File: config.mk
export PLATFORM = sky130hd
export DESIGN_NAME = reg_sipo_rx
export DESIGN_NICKNAME = d
export VERILOG_FILES = /design/src/rtl/reg_pkg.sv /design/src/rtl/sipo_bit_cnt.sv /design/src/rtl/reg_sipo_rx.sv
export SDC_FILE = /design/constraint.sdc
export NUM_CORES = 1
export LEC_CHECK = 0
export CORE_AREA = 5 5 42 44
export CTS_CLUSTER_DIAMETER = 60
export DETAILED_ROUTE_END_ITERATION = 8
export DIE_AREA = 0 0 47 49
export PLACE_DENSITY = 0.77
export SKIP_LAST_GASP = 1
export SLEW_MARGIN = 20
export SYNTH_ARGS = -nofsm -noshare
export SYNTH_HDL_FRONTEND = slang
export SYNTH_SLANG_ARGS = --single-unit
export TNS_END_PERCENT = 50
File: constraint.sdc
create_clock -name clk -period 1.7 [get_ports clk]
set_input_delay 0.34 -clock clk [delete_from_list [all_inputs] [get_ports clk]]
set_output_delay 0.34 -clock clk [all_outputs]
set_load 0.03 [all_outputs]
File: src/rtl/reg_pkg.sv
// Shared definitions for the serial shifter pair (parallel-load TX and SIPO RX).
// Latency: n/a (types and constants only).
// Backpressure: n/a.
//
// Holds the output-register state encoding of the receiver and the default
// word width. The parallel-load shifter uses the same width constant so
// both ends of the serial link agree on framing.
package reg_pkg;

  // Default word width shared by transmitter and receiver.
  localparam int SIPO_WIDTH_DEFAULT = 4;

  // One-entry output register state.
  typedef enum logic {
    OUT_EMPTY = 1'b0,
    OUT_FULL  = 1'b1
  } out_state_e;

endpackage

File: src/rtl/sipo_bit_cnt.sv
// Bit position counter for the SIPO receiver; flags the bit that completes a word.
// Latency: cnt is registered; last is combinational from the current strobe and cnt.
// Backpressure: none, counts every strobe regardless of the consumer.
//
// Ports:
//   clk, rst   - clock, asynchronous active-high reset
//   s_en       - bit strobe
//   sync       - word-boundary marker; realigns the count
//   cnt        - index of the next bit within the word (0..WIDTH-1)
//   last       - high while the strobed bit is the final bit of a word
module sipo_bit_cnt
  import reg_pkg::*;
#(
  parameter int WIDTH = SIPO_WIDTH_DEFAULT
) (
  input  logic                     clk,
  input  logic                     rst,
  input  logic                     s_en,
  input  logic                     sync,
  output logic [$clog2(WIDTH)-1:0] cnt,
  output logic                     last
);

  localparam int CW = $clog2(WIDTH);
  // Explicit terminal count so non-power-of-two widths wrap correctly.
  localparam logic [CW-1:0] CNT_LAST = CW'(WIDTH - 1);

  logic [CW-1:0] cnt_d;

  // A sync strobe starts a new word, so it can never be the final bit.
  assign last = s_en && !sync && (cnt == CNT_LAST);

  always_comb begin
    cnt_d = cnt;
    if (sync) begin
      // With a strobe the current bit is bit 0, so the next bit is bit 1.
      cnt_d = s_en ? CW'(1) : '0;
    end else if (s_en) begin
      cnt_d = (cnt == CNT_LAST) ? '0 : cnt + CW'(1);
    end
  end

  always_ff @(posedge clk or posedge rst) begin
    if (rst) begin
      cnt <= '0;
    end else begin
      cnt <= cnt_d;
    end
  end

endmodule

File: src/rtl/reg_sipo_rx.sv
// Serial-in parallel-out receiver with a one-entry valid/ready output register.
// Latency: p_valid rises the cycle after the edge that captures a word's last bit.
// Backpressure: shifting never stalls; a word completing while the held word is
//   unconsumed (p_ready low) is dropped and sets the sticky overrun flag.
//
// Ports:
//   clk, rst         - clock, asynchronous active-high reset
//   s_in, s_en       - serial bit and its capture strobe
//   sync             - word-boundary marker (realigns framing)
//   clr_ovr          - synchronous clear of overrun
//   p_data, p_valid  - completed word and its valid flag
//   p_ready          - consumer accept
//   overrun          - sticky dropped-word flag
module reg_sipo_rx
  import reg_pkg::*;
#(
  parameter int WIDTH     = SIPO_WIDTH_DEFAULT,
  parameter bit MSB_FIRST = 1'b1
) (
  input  logic             clk,
  input  logic             rst,
  input  logic             s_in,
  input  logic             s_en,
  input  logic             sync,
  input  logic             clr_ovr,
  output logic [WIDTH-1:0] p_data,
  output logic             p_valid,
  input  logic             p_ready,
  output logic             overrun
);

  localparam int CW = $clog2(WIDTH);

  logic [WIDTH-1:0] sr;
  logic [WIDTH-1:0] sr_d;
  logic [CW-1:0]    cnt;
  logic             last;
  logic             word_start;

  out_state_e       state_q;
  out_state_e       state_d;
  logic             load;
  logic             ovr_set;

  sipo_bit_cnt #(
    .WIDTH (WIDTH)
  ) u_bit_cnt (
    .clk  (clk),
    .rst  (rst),
    .s_en (s_en),
    .sync (sync),
    .cnt  (cnt),
    .last (last)
  );

  // The first bit of every word restarts the shift register from zero, so
  // leftovers of a discarded partial word never linger in sr.
  assign word_start = s_en && (sync || (cnt == '0));

  always_comb begin
    sr_d = sr;
    if (s_en) begin
      if (MSB_FIRST) begin
        sr_d = word_start ? {{(WIDTH-1){1'b0}}, s_in} : {sr[WIDTH-2:0], s_in};
      end else begin
        sr_d = word_start ? {s_in, {(WIDTH-1){1'b0}}} : {s_in, sr[WIDTH-1:1]};
      end
    end
  end

  always_ff @(posedge clk or posedge rst) begin
    if (rst) begin
      sr <= '0;
    end else begin
      sr <= sr_d;
    end
  end

  // Output register: a completion may refill a FULL register in the same
  // edge it is handed off, giving gap-free back-to-back words.
  always_comb begin
    state_d = state_q;
    load    = 1'b0;
    ovr_set = 1'b0;
    case (state_q)
      OUT_EMPTY: begin
        if (last) begin
          load    = 1'b1;
          state_d = OUT_FULL;
        end
      end
      OUT_FULL: begin
        if (last) begin
          if (p_ready) begin
            load = 1'b1;
          end else begin
            ovr_set = 1'b1;
          end
        end else if (p_ready) begin
          state_d = OUT_EMPTY;
        end
      end
      default: state_d = OUT_EMPTY;
    endcase
  end

  always_ff @(posedge clk or posedge rst) begin
    if (rst) begin
      state_q <= OUT_EMPTY;
      p_data  <= '0;
      overrun <= 1'b0;
    end else begin
      state_q <= state_d;
      if (load) begin
        p_data <= sr_d;
      end
      // A new overrun on the same edge as a clear keeps the flag set.
      if (ovr_set) begin
        overrun <= 1'b1;
      end else if (clr_ovr) begin
        overrun <= 1'b0;
      end
    end
  end

  assign p_valid = (state_q == OUT_FULL);

endmodule

==> flow_metrics.env, run 1 <==
export IMPL_outcome="finished, final reports clean"
export IMPL_vdd_ir_drop_max_mv=0.431
export IMPL_seq_area_um2=300
export IMPL_n_antenna_cell=0
export IMPL_critPathArrivalTime_ns=1.29
export IMPL_p_switching_uw=171
export IMPL_max_stage_delay_ns=0.67
export IMPL_drc=0
export IMPL_routed_via_density=4.65
export IMPL_h_tree_depth=1
export IMPL_worstSkewPairLatency_ns=0.27
export IMPL_slowest_stage="clkdlybuf4s50_1"
export IMPL_synth_area_mux_share=0.139
export IMPL_nFillCells=141
export IMPL_cts_resized=0
export IMPL_wl_per_cell_um=12.0
export IMPL_fp_coreArea_um2=1400
export IMPL_syn_inst=44
export IMPL_finalHoldViolations=0
export IMPL_crit_type="reg -> out"
export IMPL_finalSetupViolCount=0
export IMPL_clkSinkCount=12
export IMPL_drtIter0Drc=1
export IMPL_rows=14
export IMPL_start_util=0.379
export IMPL_finalCriticalPeriod_ns=1.63
export IMPL_drive_gt1_frac=0.234
export IMPL_fin_cells=80
export IMPL_crit_required_ns=1.36
export IMPL_post_cts_buffers=0
export IMPL_cp_end_kind="primary output"
export IMPL_port_buffers=12
export IMPL_fin_tns_setup_ns=0
export IMPL_syn_area_um2=531
export IMPL_die_area_um2=2300
export IMPL_dpl_cell_count=77
export IMPL_post_place_ws_ns=0.000514
export IMPL_finalNetCount=75
export IMPL_syn_area_per_cell_um2=12.1
export IMPL_grt_pass1_wl_um=1500
export IMPL_die_x_um=47
export IMPL_yosys_register_bits=12
export IMPL_slew_violations=0
export IMPL_cts_hold_buffers=0
export IMPL_synth_xor_area_frac=0
export IMPL_synth_compound_area_frac=0.0708
export IMPL_synth_simple_gate_area_frac=0.106
export IMPL_numCtsBuffers=3
export IMPL_crit_fanout=2
export IMPL_ant_nets=0
export IMPL_power_frac_clock=0.262
export IMPL_cap_violations=0
export IMPL_synth_top_area_share=0.566
export IMPL_synthAdderAreaFrac=0.0472
export IMPL_path_buf_inv=1
export IMPL_timing_hold_ws_ns=0.368
export IMPL_tightest_slew_ns=0.444
export IMPL_grt_use_total=0.0926
export IMPL_swShare=0.267
export IMPL_dp_hpwl_um=743
export IMPL_die_h_um=49
export IMPL_synth_warnings=0
export IMPL_synth_cell_types=16
export IMPL_antenna_found_initial=0
export IMPL_synth_top_family_by_area="multiplexers"
export IMPL_synth_seq_area_share=0.566
export IMPL_cts_tree="done"
export IMPL_hold_path_class="in -> async"
export IMPL_cts_root_buffer="clkbuf_4"
export IMPL_finClkSkew_ns=0.00768
export IMPL_io_pins=13
export IMPL_layout_worst_path_cycle_share=0.959
export IMPL_maxSlewHeadroom=0.704
export IMPL_fin_ws_ns=0.0692
export IMPL_grt_max_degree=13
export IMPL_leakage_nw=0.348
export IMPL_rsz0062_at_grt="no"
export IMPL_p_seq_frac=0.509
export IMPL_max_freq_mhz=613
export IMPL_crit_family="buffers and inverters"
export IMPL_vias=372
export IMPL_area_delta_synth_final_pct=37.0
export IMPL_routed_wirelength_um=957
export IMPL_multi_input_area_um2=193
export IMPL_start_kind="register"
export IMPL_crit_chain="clkdlybuf4s50_1"
export IMPL_synth_fp_nets=53
export IMPL_netlist_top_cell_by_area="dfrtp_1"
export IMPL_first_pass_iters=2
export IMPL_cts_max_path_buffers=2
export IMPL_place_gp_congestion=0.780
export IMPL_cell_internal_pwr_uw=470
export IMPL_clkTransAtPathRegs_ns=0.07
export IMPL_pwr_density_cell_nw_per_um2=882
export IMPL_grt_overflow_total=0
export IMPL_synth_area_top_cells="dfrtp_1 57%, mux2_2 6.4%, mux2_4 5.7%"
export IMPL_layout_common_cells="12 x clkdlybuf4s50_1, 12 x dfrtp_1, 7 x inv_1"
export IMPL_grt_pass1_vias=359
export IMPL_comb_power_share=0.229
## path summary, 6_finish.rpt
check / startpoint / end / slack (ns) / cells after the start
worst min-delay path: rst / p_data[3] / 0.37 / 2
worst max register to register: u_bit_cnt.cnt[1] / p_data[2] / 0.36 / 4
max in group asynchronous: rst / u_bit_cnt.cnt[0] / 1.02 / 2
worst max-delay path: p_data[0] / p_data[0] / 0.07 / 1
min in group clk: p_data[2] / p_data[2] / 0.52 / 1
worst min register to register: p_data[2] / p_data[2] / 0.52 / 1
## synth_stat cells
cell / n
dfrtp_1: 12
nand2b_1: 1
buf_6: 1
ha_1: 2
inv_1: 7
mux2i_1: 1
nand3b_1: 1
mux2_2: 3
mux2_4: 2
nor2_1: 2
nand2_1: 4
o21ai_0: 1
or2_1: 1
o31ai_1: 1
o22ai_1: 4
nor2b_4: 1
## final cells by class
cell class | count | area share
inverters | 7 | 0.0361
flip-flops and latches | 12 | 0.413
clock buffers | 3 | 0.0310
repair buffers | 18 | 0.227
well taps | 16 | 0.0275
multi-input cells | 24 | 0.265
## routing by layer
metal	track usage	wire length, µm
met3	0.0590	95
met4	0.0276	6
met1	0.105	392
met5	0	0
met2	0.140	463
## power by group through the flow
| stage | sequential [mW] | clock, mW | combinational [mW] |
|---|---|---|---|
| after floorplan | 0.360 | 0 | 0.0562 |
| after global placement | 0.331 | 0 | 0.144 |
| after detailed placement | 0.331 | 0 | 0.149 |
| after CTS | 0.327 | 0.180 | 0.149 |
| after global routing | 0.330 | 0.193 | 0.157 |
| final | 0.326 | 0.168 | 0.147 |
## sequential cells by signal, summed over array words and instances (netlist names)
signal         count
p_data             4
u_bit_cnt.cnt      2
overrun            1
p_valid            1
sr                 4
## cell families (layout without fill, tap and decap cells)
kind of cell    count (synthesis)  in the layout
fa+ha+maj                       2              2
mux                             6              6
compound gates                  6              6
simple gates                   10             10
buf+inv                         8             28
flops                          12             12
## per-stage QoR
stage               area [µm²]   util  power (mW)
detailed placement         704  0.503       0.481
global route               727  0.519       0.680
finish                     727  0.519       0.641
floorplan                  531      -       0.416
global placement           704  0.503       0.475
CTS                        727  0.519       0.655
No activity file was read; power rests on OpenSTA's default activity.
==> inputs of run 2 (changes only) <==
--- a/config.mk
+++ b/config.mk
@@ -9,6 +9,7 @@
 export CTS_CLUSTER_DIAMETER = 60
 export DETAILED_ROUTE_END_ITERATION = 8
 export DIE_AREA = 0 0 47 49
+export GPL_ROUTABILITY_DRIVEN = 0
 export PLACE_DENSITY = 0.77
 export SKIP_LAST_GASP = 1
 export SLEW_MARGIN = 20
==> results of run 2 <==
Same layout as run 1: the final DEF is identical, and so are final timing and power.
